--- src/rtl/sd_rx_pkg.sv ---
`default_nettype none
// ============================================================================
// Module   : sd_rx_pkg
// Brief    : Shared types and defaults for the SD serial receive path.
// Revision : 1.0 - initial release
// ============================================================================
package sd_rx_pkg;

    typedef enum logic {
        RX_HUNT = 1'b0,
        RX_RECV = 1'b1
    } rx_state_t;

    localparam int SD_WORD_BITS = 8;

endpackage : sd_rx_pkg
`default_nettype wire

--- src/rtl/flex_counter.sv ---
`default_nettype none
// ============================================================================
// Module   : flex_counter
// Brief    : Enabled bit counter that wraps at ROLLOVER and flags the wrap.
// Revision : 1.0 - initial release
// ============================================================================
module flex_counter #(
    parameter int ROLLOVER = 8
) (
    input  logic clk,
    input  logic n_rst,
    input  logic clear_i,
    input  logic count_enable_i,
    output logic rollover_o
);

    localparam int              CW   = $clog2(ROLLOVER + 1);
    localparam logic [CW-1:0]   LAST = CW'(ROLLOVER - 1);

    logic [CW-1:0] count_q;
    logic [CW-1:0] count_d;

    // The completing strobe returns the count to zero, so NUM_BITS itself is never stored.
    always_comb begin
        count_d = count_q;
        if (clear_i) begin
            count_d = '0;
        end else if (count_enable_i) begin
            count_d = (count_q == LAST) ? '0 : count_q + CW'(1);
        end
    end

    always_ff @(posedge clk or negedge n_rst) begin
        if (!n_rst) begin
            count_q <= '0;
        end else begin
            count_q <= count_d;
        end
    end

    assign rollover_o = count_enable_i && (count_q == LAST);

endmodule : flex_counter
`default_nettype wire

--- src/rtl/sd_stp_receiver.sv ---
`default_nettype none
// ============================================================================
// Module   : sd_stp_receiver
// Brief    : Serial-to-parallel SD data receiver with start-bit hunt and
//            valid/ack word handshake with sticky overrun.
// Revision : 1.0 - initial release
// ============================================================================
module sd_stp_receiver
    import sd_rx_pkg::*;
#(
    parameter int NUM_BITS  = SD_WORD_BITS,
    parameter bit SHIFT_MSB = 1'b1
) (
    input  logic                clk,
    input  logic                n_rst,
    input  logic                shift_enable,
    input  logic                serial_in,
    input  logic                hunt_enable,
    input  logic                clear,
    input  logic                data_ack,
    output logic [NUM_BITS-1:0] parallel_out,
    output logic                data_valid,
    output logic                busy,
    output logic                overrun
);

    rx_state_t           state_q;
    rx_state_t           state_d;
    logic [NUM_BITS-1:0] shift_q;
    logic [NUM_BITS-1:0] shift_d;
    logic [NUM_BITS-1:0] pout_q;
    logic [NUM_BITS-1:0] pout_d;
    logic                valid_q;
    logic                valid_d;
    logic                overrun_q;
    logic                overrun_d;
    logic [NUM_BITS-1:0] w_shift_next;
    logic                w_capture;
    logic                w_complete;

    // In HUNT with hunting on, only a 0 (the start bit) opens a word; it is kept as data.
    assign w_capture = shift_enable && !clear &&
                       ((state_q == RX_RECV) || !hunt_enable || !serial_in);

    generate
        if (SHIFT_MSB) begin : g_shift_msb
            assign w_shift_next = {shift_q[NUM_BITS-2:0], serial_in};
        end else begin : g_shift_lsb
            assign w_shift_next = {serial_in, shift_q[NUM_BITS-1:1]};
        end
    endgenerate

    flex_counter #(
        .ROLLOVER (NUM_BITS)
    ) u_bit_counter (
        .clk            (clk),
        .n_rst          (n_rst),
        .clear_i        (clear),
        .count_enable_i (w_capture),
        .rollover_o     (w_complete)
    );

    always_ff @(posedge clk or negedge n_rst) begin
        if (!n_rst) begin
            state_q <= RX_HUNT;
        end else begin
            state_q <= state_d;
        end
    end

    always_comb begin
        state_d = state_q;
        if (clear) begin
            state_d = RX_HUNT;
        end else begin
            case (state_q)
                RX_HUNT: if (w_capture) state_d = RX_RECV;
                RX_RECV: if (w_complete && hunt_enable) state_d = RX_HUNT;
                default: state_d = RX_HUNT;
            endcase
        end
    end

    always_comb begin
        busy = (state_q == RX_RECV);
    end

    always_comb begin
        shift_d   = shift_q;
        pout_d    = pout_q;
        valid_d   = valid_q;
        overrun_d = overrun_q;
        if (clear) begin
            shift_d   = '1;
            valid_d   = 1'b0;
            overrun_d = 1'b0;
        end else begin
            if (w_capture) begin
                shift_d = w_shift_next;
            end
            if (w_complete) begin
                pout_d  = w_shift_next;
                valid_d = 1'b1;
                if (valid_q && !data_ack) begin
                    overrun_d = 1'b1;
                end
            end else if (data_ack) begin
                valid_d = 1'b0;
            end
        end
    end

    always_ff @(posedge clk or negedge n_rst) begin
        if (!n_rst) begin
            shift_q   <= '1;
            pout_q    <= '1;
            valid_q   <= 1'b0;
            overrun_q <= 1'b0;
        end else begin
            shift_q   <= shift_d;
            pout_q    <= pout_d;
            valid_q   <= valid_d;
            overrun_q <= overrun_d;
        end
    end

    assign parallel_out = pout_q;
    assign data_valid   = valid_q;
    assign overrun      = overrun_q;

endmodule : sd_stp_receiver
`default_nettype wire

--- config.mk ---
export PLATFORM = sky130hd
export DESIGN_NAME = sd_stp_receiver
export DESIGN_NICKNAME = d
export VERILOG_FILES = /design/src/rtl/sd_rx_pkg.sv /design/src/rtl/flex_counter.sv /design/src/rtl/sd_stp_receiver.sv
export SDC_FILE = /design/constraint.sdc
export NUM_CORES = 1
export LEC_CHECK = 0
export ABC_AREA = 1
export CORE_MARGIN = 10
export CORE_UTILIZATION = 46
export CTS_CLUSTER_DIAMETER = 200
export DETAILED_ROUTE_END_ITERATION = 10
export PLACE_DENSITY_LB_ADDON = 0.2
export REMOVE_ABC_BUFFERS = 1
export SETUP_SLACK_MARGIN = 0.3
export SLEW_MARGIN = 10
export SYNTH_ARGS = -nofsm -noshare
export SYNTH_HDL_FRONTEND = slang
export SYNTH_HIERARCHICAL = 1
export SYNTH_SLANG_ARGS = --single-unit
--- constraint.sdc ---
create_clock -name clk -period 1.35 [get_ports clk]
set_clock_uncertainty 0.1 [all_clocks]
set_input_delay 0.405 -clock clk [delete_from_list [all_inputs] [get_ports clk]]
set_output_delay 0.405 -clock clk [all_outputs]
set_load 0.05 [all_outputs]
==> flow_summary_export.csv, run 1 <==
group,metric,value,unit
outcome,status,"finished, violations left",
pwr,p_seq_frac,0.542,
drt,drtPass1Iterations,4,
sta,hold_violations,0,
pwr,p_leak,0.0008778,uW
clock_tree,insertion_delay,0.34,ns
layout,area_growth,72.15,%
place,io_buffers,17,
floorplanning,num_rows,17,
sta,period_needed,1.587,ns
sta,worst_pin_slew,0.2094,ns
clock_tree,h-tree-depth,1,
pwr,switching_share,0.2918,
worst_setup_path,slowest_stage,"dfstp_2",
hold_path,hp-class,"primary input to asynchronous set/reset pin",
layout,nets,178,
worst_setup_path,cp-end-kind,"output port",
drt,vias,1015,
layout,post-route-util,0.8190,
floorplanning,io_pins,18,
worst_setup_path,cp_data_required_time,0.85,ns
grt,grt_start_max_net_pins,23,
floorplanning,core_area,0.002191,sq mm
pwr,power_frac_comb,0.203,
yosys,avgSynthCellArea,8.614,sq um
drt,drt_iter0_markers,54,
grt,grt_overflow_total,0,
grt,grt_pass1_vias,1087,
worst_setup_path,crit_family,"flip-flops",
floorplanning,start_util,0.4757,
pwr,p_switching,389.9,uW
layout,mostFrequentLayoutCells,"nand2_1 (34), buf_4 (18), dfstp_2 (15)",
place,post-place-ws,-0.7403,ns
worst_setup_path,timing.critical_path.buf_inv,1,
place,gp_congestion,0.7722,
yosys,syn_inst,121,
pwr,ir_worst_vdd,0.7969,mV
sta,max_freq,630.0,MHz
drt,routedWlPerCell,17.61,um
pwr,internal-power,946.4,uW
yosys,synth.yosys.seq_area_share,0.5462,
drt,viasPerCell,5.152,
worst_setup_path,critPathMaxFanout,2,
layout,fin_area,0.001794,sq mm
pwr,powerDensity,744.8,mW/mm^2
yosys,syn_area,0.001042,sq mm
job,maxCapViolations,0,
place,dpl_cell_area,0.001453,sq mm
sta,report.final.slew_viol_count,0,
place,dpl.hpwl,1747,um
grt,grt_antenna_before_repair,0,
grt,grt_pass1_wl,5333,um
clock_tree,clockBufferDepth,2,
floorplanning,die_h,67.60,um
yosys,ys_types,16,
worst_setup_path,critical_path_class,"register to output port",
clock_tree,cts_tree,"built",
layout,num-fill-cells,116,
worst_setup_path,cp_cell_sequence,"buf_12",
pwr,pwr-share-clk,0.255,
floorplanning,dieArea,0.004570,sq mm
clock_tree,clkSinkCount,22,
yosys,ys_ff_latch,22,
sta,max_slew_margin,0.8604,
worst_setup_path,crit_arrival,1.08,ns
drt,drc,0,
layout,diodes,0,
grt,groute.usage.overall,0.1517,
sta,rsz0062_at_grt,"yes",
drt,routed_wl,3469,um
sta,setup_viol,25,
layout,final_common_cell,"nand2_1",
clock_tree,clkTransAtPathRegs,0.15,ns
yosys,yosys_warnings,6,
floorplanning,die_width,67.60,um
drt,drtAntennaViolNets,0,
sta,layout_worst_path_cycle_share,1.176,
clock_tree,clockRootBuffer,"clkbuf_4",
sta,worst_slack,-0.2374,ns
worst_setup_path,startpoint_type,"register",
outcome,violations,"negative setup slack",
layout,drive_gt1_frac,0.5799,
worst_setup_path,max_stage_delay,0.60,ns
clock_tree,numCtsBuffers,3,
-- Yosys cell counts --
| cell | number | area share |
|---|---|---|
| a21oi_1 | 2 | 0.0096 |
| buf_6 | 2 | 0.022 |
| clkinv_1 | 1 | 0.0036 |
| dfrtp_1 | 7 | 0.17 |
| dfstp_2 | 15 | 0.38 |
| ha_1 | 1 | 0.012 |
| inv_1 | 11 | 0.040 |
| inv_2 | 2 | 0.0072 |
| nand2_1 | 50 | 0.18 |
| nand2_4 | 3 | 0.032 |
| nand3_1 | 13 | 0.062 |
| nand3_2 | 1 | 0.0096 |
| nand4_1 | 1 | 0.0060 |
| nor2_1 | 6 | 0.022 |
| nor2_2 | 1 | 0.0060 |
| o21ai_2 | 5 | 0.042 |
-- layer usage --
layer / track usage / wire, um / vias up
li1: - / - / 473
met1: 0.1705 / 1326 / 488
met2: 0.2594 / 1806 / 40
met3: 0.05620 / 231 / 14
met4: 0.04872 / 105 / 0
met5: 0 / 0 / -
-- state kept, by name (all words and copies together), names as in the netlist --
| register | count |
|---|---|
| shift_q | 7 |
| parallel_out | 8 |
| u_bit_counter/count_q | 4 |
| data_valid | 1 |
| overrun | 1 |
| busy | 1 |
-- logic make-up (layout without fill, tap and decap cells) --
logic type,count (synthesis),in the layout,synth area share
buffers and inverters,16,63,0.07203
AO/OA/AOI/OAI,7,7,0.05162
adder cells (fa/ha/maj),1,1,0.01200
AND/OR/NAND/NOR,75,76,0.3181
flip-flops,22,22,0.5462
-- metrics by stage --
step                      cells  TNS [ns]  hold WS [ns]  power [uW]
final                       197    -3.741        0.2909        1336
after global routing        197    -5.265        0.3035        1394
after CTS                   193    -2.986        0.3382        1259
after detailed placement    178    -11.35        0.3610       907.1
after global placement      178    -10.09        0.3638       901.1
after floorplan             119    -6.467      0.009409       809.9
-- what timing repair did --
action | CTS | global route
cloned | 3 | 0
hold buffers | 0 | 0
hold endpoints to repair | 0 | 0
endpoints found under the setup margin | 33 | 33
setup buffers | 8 | 4
resized for setup | 37 | 21
pin swaps | 14 | 11
-- power by group through the flow --
stage | clock network [uW] | logic [uW] | registers [uW]
after floorplan | 0 | 75.4 | 735
after global placement | 0 | 172 | 729
after detailed placement | 0 | 177 | 731
after CTS | 311 | 226 | 721
after global routing | 374 | 292 | 728
final | 341 | 271 | 724
-- layout make-up --
cell class | count | area [sq um] | share of cell area
well taps | 28 | 35.03 | 0.01953
repair buffers | 45 | 559.3 | 0.3117
multi-input cells | 84 | 540.5 | 0.3013
inverters | 14 | 63.81 | 0.03556
flip-flops and latches | 22 | 569.3 | 0.3173
clock buffers | 4 | 26.28 | 0.01464
-- path summary, 6_finish.rpt --
kind,startpoint,end,slack [ns],cells past startpoint
max,parallel_out[0],parallel_out[0],-0.24,1
min,n_rst,data_valid,0.29,2
max reg2reg,busy,parallel_out[4],-0.15,10
min reg2reg,shift_q[6],parallel_out[7],0.35,2
max in group asynchronous,n_rst,parallel_out[1],0.60,2
min in group clk,shift_q[6],parallel_out[7],0.35,2
No activity file was read; power rests on OpenSTA's default activity.
==> run 2: changes to the inputs <==
CTS_CLUSTER_DIAMETER = 80   (was 200)
==> results of run 2 <==
No change in the layout: final DEF, timing and power equal those of run 1.
==> run 3: changes to the inputs <==
PLACE_DENSITY = 0.72   (was not set)
PLACE_DENSITY_LB_ADDON = not set   (was 0.2)
==> run 3 against run 2 <==
Compared with the run above: the flow still finishes with violations (negative setup slack); hold slack improved by 0.038 ns; non-clock buffer count increased by 5; core utilization increased by 3.0 points; die area unchanged; via count increased by 4.2%; global-route usage decreased by 1.5 points; maximum frequency increased by 1.9%; critical path depth increased by 8; wire length decreased by 0.43%; worst setup slack improved by 0.030 ns; clock power decreased by 4%.
==> flow_summary_export.csv, run 3 (synthesis gave the netlist of run 1 again) <==
group,metric,value,unit
layout,drive_gt1_frac,0.6264,
pwr,internal-power,939.0,uW
clock_tree,insertion_delay,0.32,ns
sta,worst_slack,-0.2076,ns
clock_tree,clkSinkCount,22,
grt,grt_antenna_before_repair,0,
pwr,p_seq_frac,0.554,
layout,area_growth,78.39,%
floorplanning,die_h,67.60,um
worst_setup_path,crit_path_start,"busy",
place,io_buffers,17,
grt,grt_overflow_total,0,
layout,diodes,0,
sta,max_slew_margin,0.8409,
worst_setup_path,timing.rr.start,"busy",
sta,fin_hold_ws,0.3293,ns
sta,layout_worst_path_cycle_share,1.154,
worst_setup_path,cp_data_required_time,1.51,ns
sta,hold_violations,0,
grt,grt_start_max_net_pins,23,
job,maxCapViolations,0,
worst_setup_path,crit_arrival,1.71,ns
grt,groute.usage.overall,0.1371,
worst_setup_path,startpoint_type,"register",
floorplanning,start_util,0.4757,
drt,routed_wl,3454,um
clock_tree,cts_tree,"built",
sta,worst_pin_slew,0.2387,ns
grt,grt_pass1_vias,1057,
clock_tree,numCtsBuffers,3,
place,gp_congestion,0.8973,
pwr,pwr-share-clk,0.248,
layout,fin_area,0.001859,sq mm
worst_setup_path,cp-endpoint,"parallel_out[0]",
drt,drt_iter0_markers,54,
floorplanning,die_width,67.60,um
layout,nets,183,
drt,drtPass1Iterations,4,
pwr,p_switching,372.3,uW
floorplanning,num_rows,17,
worst_setup_path,critical_path_class,"register to register",
sta,max_freq,642.0,MHz
sta,setup_viol,30,
sta,report.final.slew_viol_count,0,
layout,num-fill-cells,105,
drt,drtAntennaViolNets,0,
worst_setup_path,cp-end-kind,"register",
place,dpl_cell_area,0.001453,sq mm
floorplanning,core_area,0.002191,sq mm
clock_tree,ctsHoldBuffers,0,
clock_tree,h-tree-depth,1,
layout,mostFrequentLayoutCells,"nand2_1 (28), buf_4 (21), nand2_2 (20)",
pwr,power_frac_comb,0.197,
sta,rsz0062_at_grt,"yes",
pwr,switching_share,0.2839,
clock_tree,clockRootBuffer,"clkbuf_4",
outcome,status,"finished, violations left",
sta,period_needed,1.558,ns
pwr,powerDensity,705.3,mW/mm^2
worst_setup_path,reg2reg_setup_slack,-0.21,ns
floorplanning,io_pins,18,
pwr,p_leak,0.0008987,uW
drt,routedWlPerCell,17.10,um
worst_setup_path,ff2ff_path_depth,9,
layout,final_common_cell,"nand2_1",
drt,drc,0,
floorplanning,dieArea,0.004570,sq mm
grt,grt_pass1_wl,4864,um
drt,viasPerCell,5.238,
layout,largest_register_ffs,8,
sta,fin_tns_setup,-4.082,ns
place,dpl.hpwl,1763,um
hold_path,hp-class,"primary input to asynchronous set/reset pin",
clock_tree,clkTransAtPathRegs,0.12,ns
pwr,ir_worst_vdd,0.7049,mV
drt,vias,1058,
clock_tree,clockBufferDepth,2,
worst_setup_path,critPathMaxFanout,4,
worst_setup_path,worstReg2RegEnd,"parallel_out[0]",
outcome,violations,"negative setup slack",
==> run 3: cell count changes in the layout (fill, tap and decap cells not counted), sizes merged <==
cell	delta
buf	+5
clkdlybuf4s15	-1
dlygate4sd2	+1
==> run 3: metrics by stage <==
step	instances	util	total power [uW]	setup slack [ns]
6_report	202	0.8487	1311	-0.2076
5_1_grt	202	0.8487	1368	-0.2721
4_1_cts	194	0.7721	1269	-0.1993
3_5_place_dp	178	0.6631	909.5	-0.7303
3_3_place_gp	178	0.6631	901.1	-0.6832
2_1_floorplan	119	-	809.9	-0.5772
==> run 3: layer usage <==
metal | GRT usage | vias up | part of all wire
li1 | - | 482 | -
met5 | 0 | - | 0
met4 | 0.04872 | 0 | 0.028
met1 | 0.1422 | 529 | 0.39
met2 | 0.2570 | 37 | 0.52
met3 | 0.03636 | 10 | 0.054
==> run 3: worst min path at each step <==
stage,from,endpoint,slack [ns],cells after the start
global placement,shift_q[6],parallel_out[7],0.35,2
global route,n_rst,overrun,0.34,2
CTS,n_rst,data_valid,0.32,2
detailed placement,shift_q[6],parallel_out[7],0.36,2
finish,n_rst,overrun,0.33,2
floorplan,n_rst,busy,0.009,0
==> run 3: repair_timing <==
| action | in CTS | in global routing |
|---|---|---|
| pin swaps | 15 | 12 |
| cloned | 3 | 0 |
| buffers inserted | 9 | 8 |
| endpoints found under the setup margin | 33 | 33 |
| resized for setup | 36 | 26 |
==> run 3: power by group through the flow <==
stage | registers [uW] | logic (uW) | clock network (uW)
after floorplan | 735 | 75.4 | 0
after global placement | 729 | 172 | 0
after detailed placement | 731 | 178 | 0
after CTS | 721 | 227 | 322
after global routing | 730 | 280 | 358
final | 727 | 259 | 326
==> run 3: final cells by class <==
cell class,instances,area (sq um),area share
Timing Repair Buffer,50,610.6,0.3284
Sequential cell,22,569.3,0.3062
Multi-Input combinational cell,84,556.8,0.2995
Inverter,14,61.31,0.03297
Tap cell,28,35.03,0.01884
Clock buffer,4,26.28,0.01413
==> run 3: critical path, cell delays in order, from the launching register on <==
cell and delay [ns]:
dfrtp_1 0.41, clkinv_2 0.10, nand3_4 0.11, nand2_4 0.07, inv_4 0.07, nand3_4 0.09
nor2_4 0.16, nand2_4 0.11, buf_12 0.15, o21ai_2 0.12
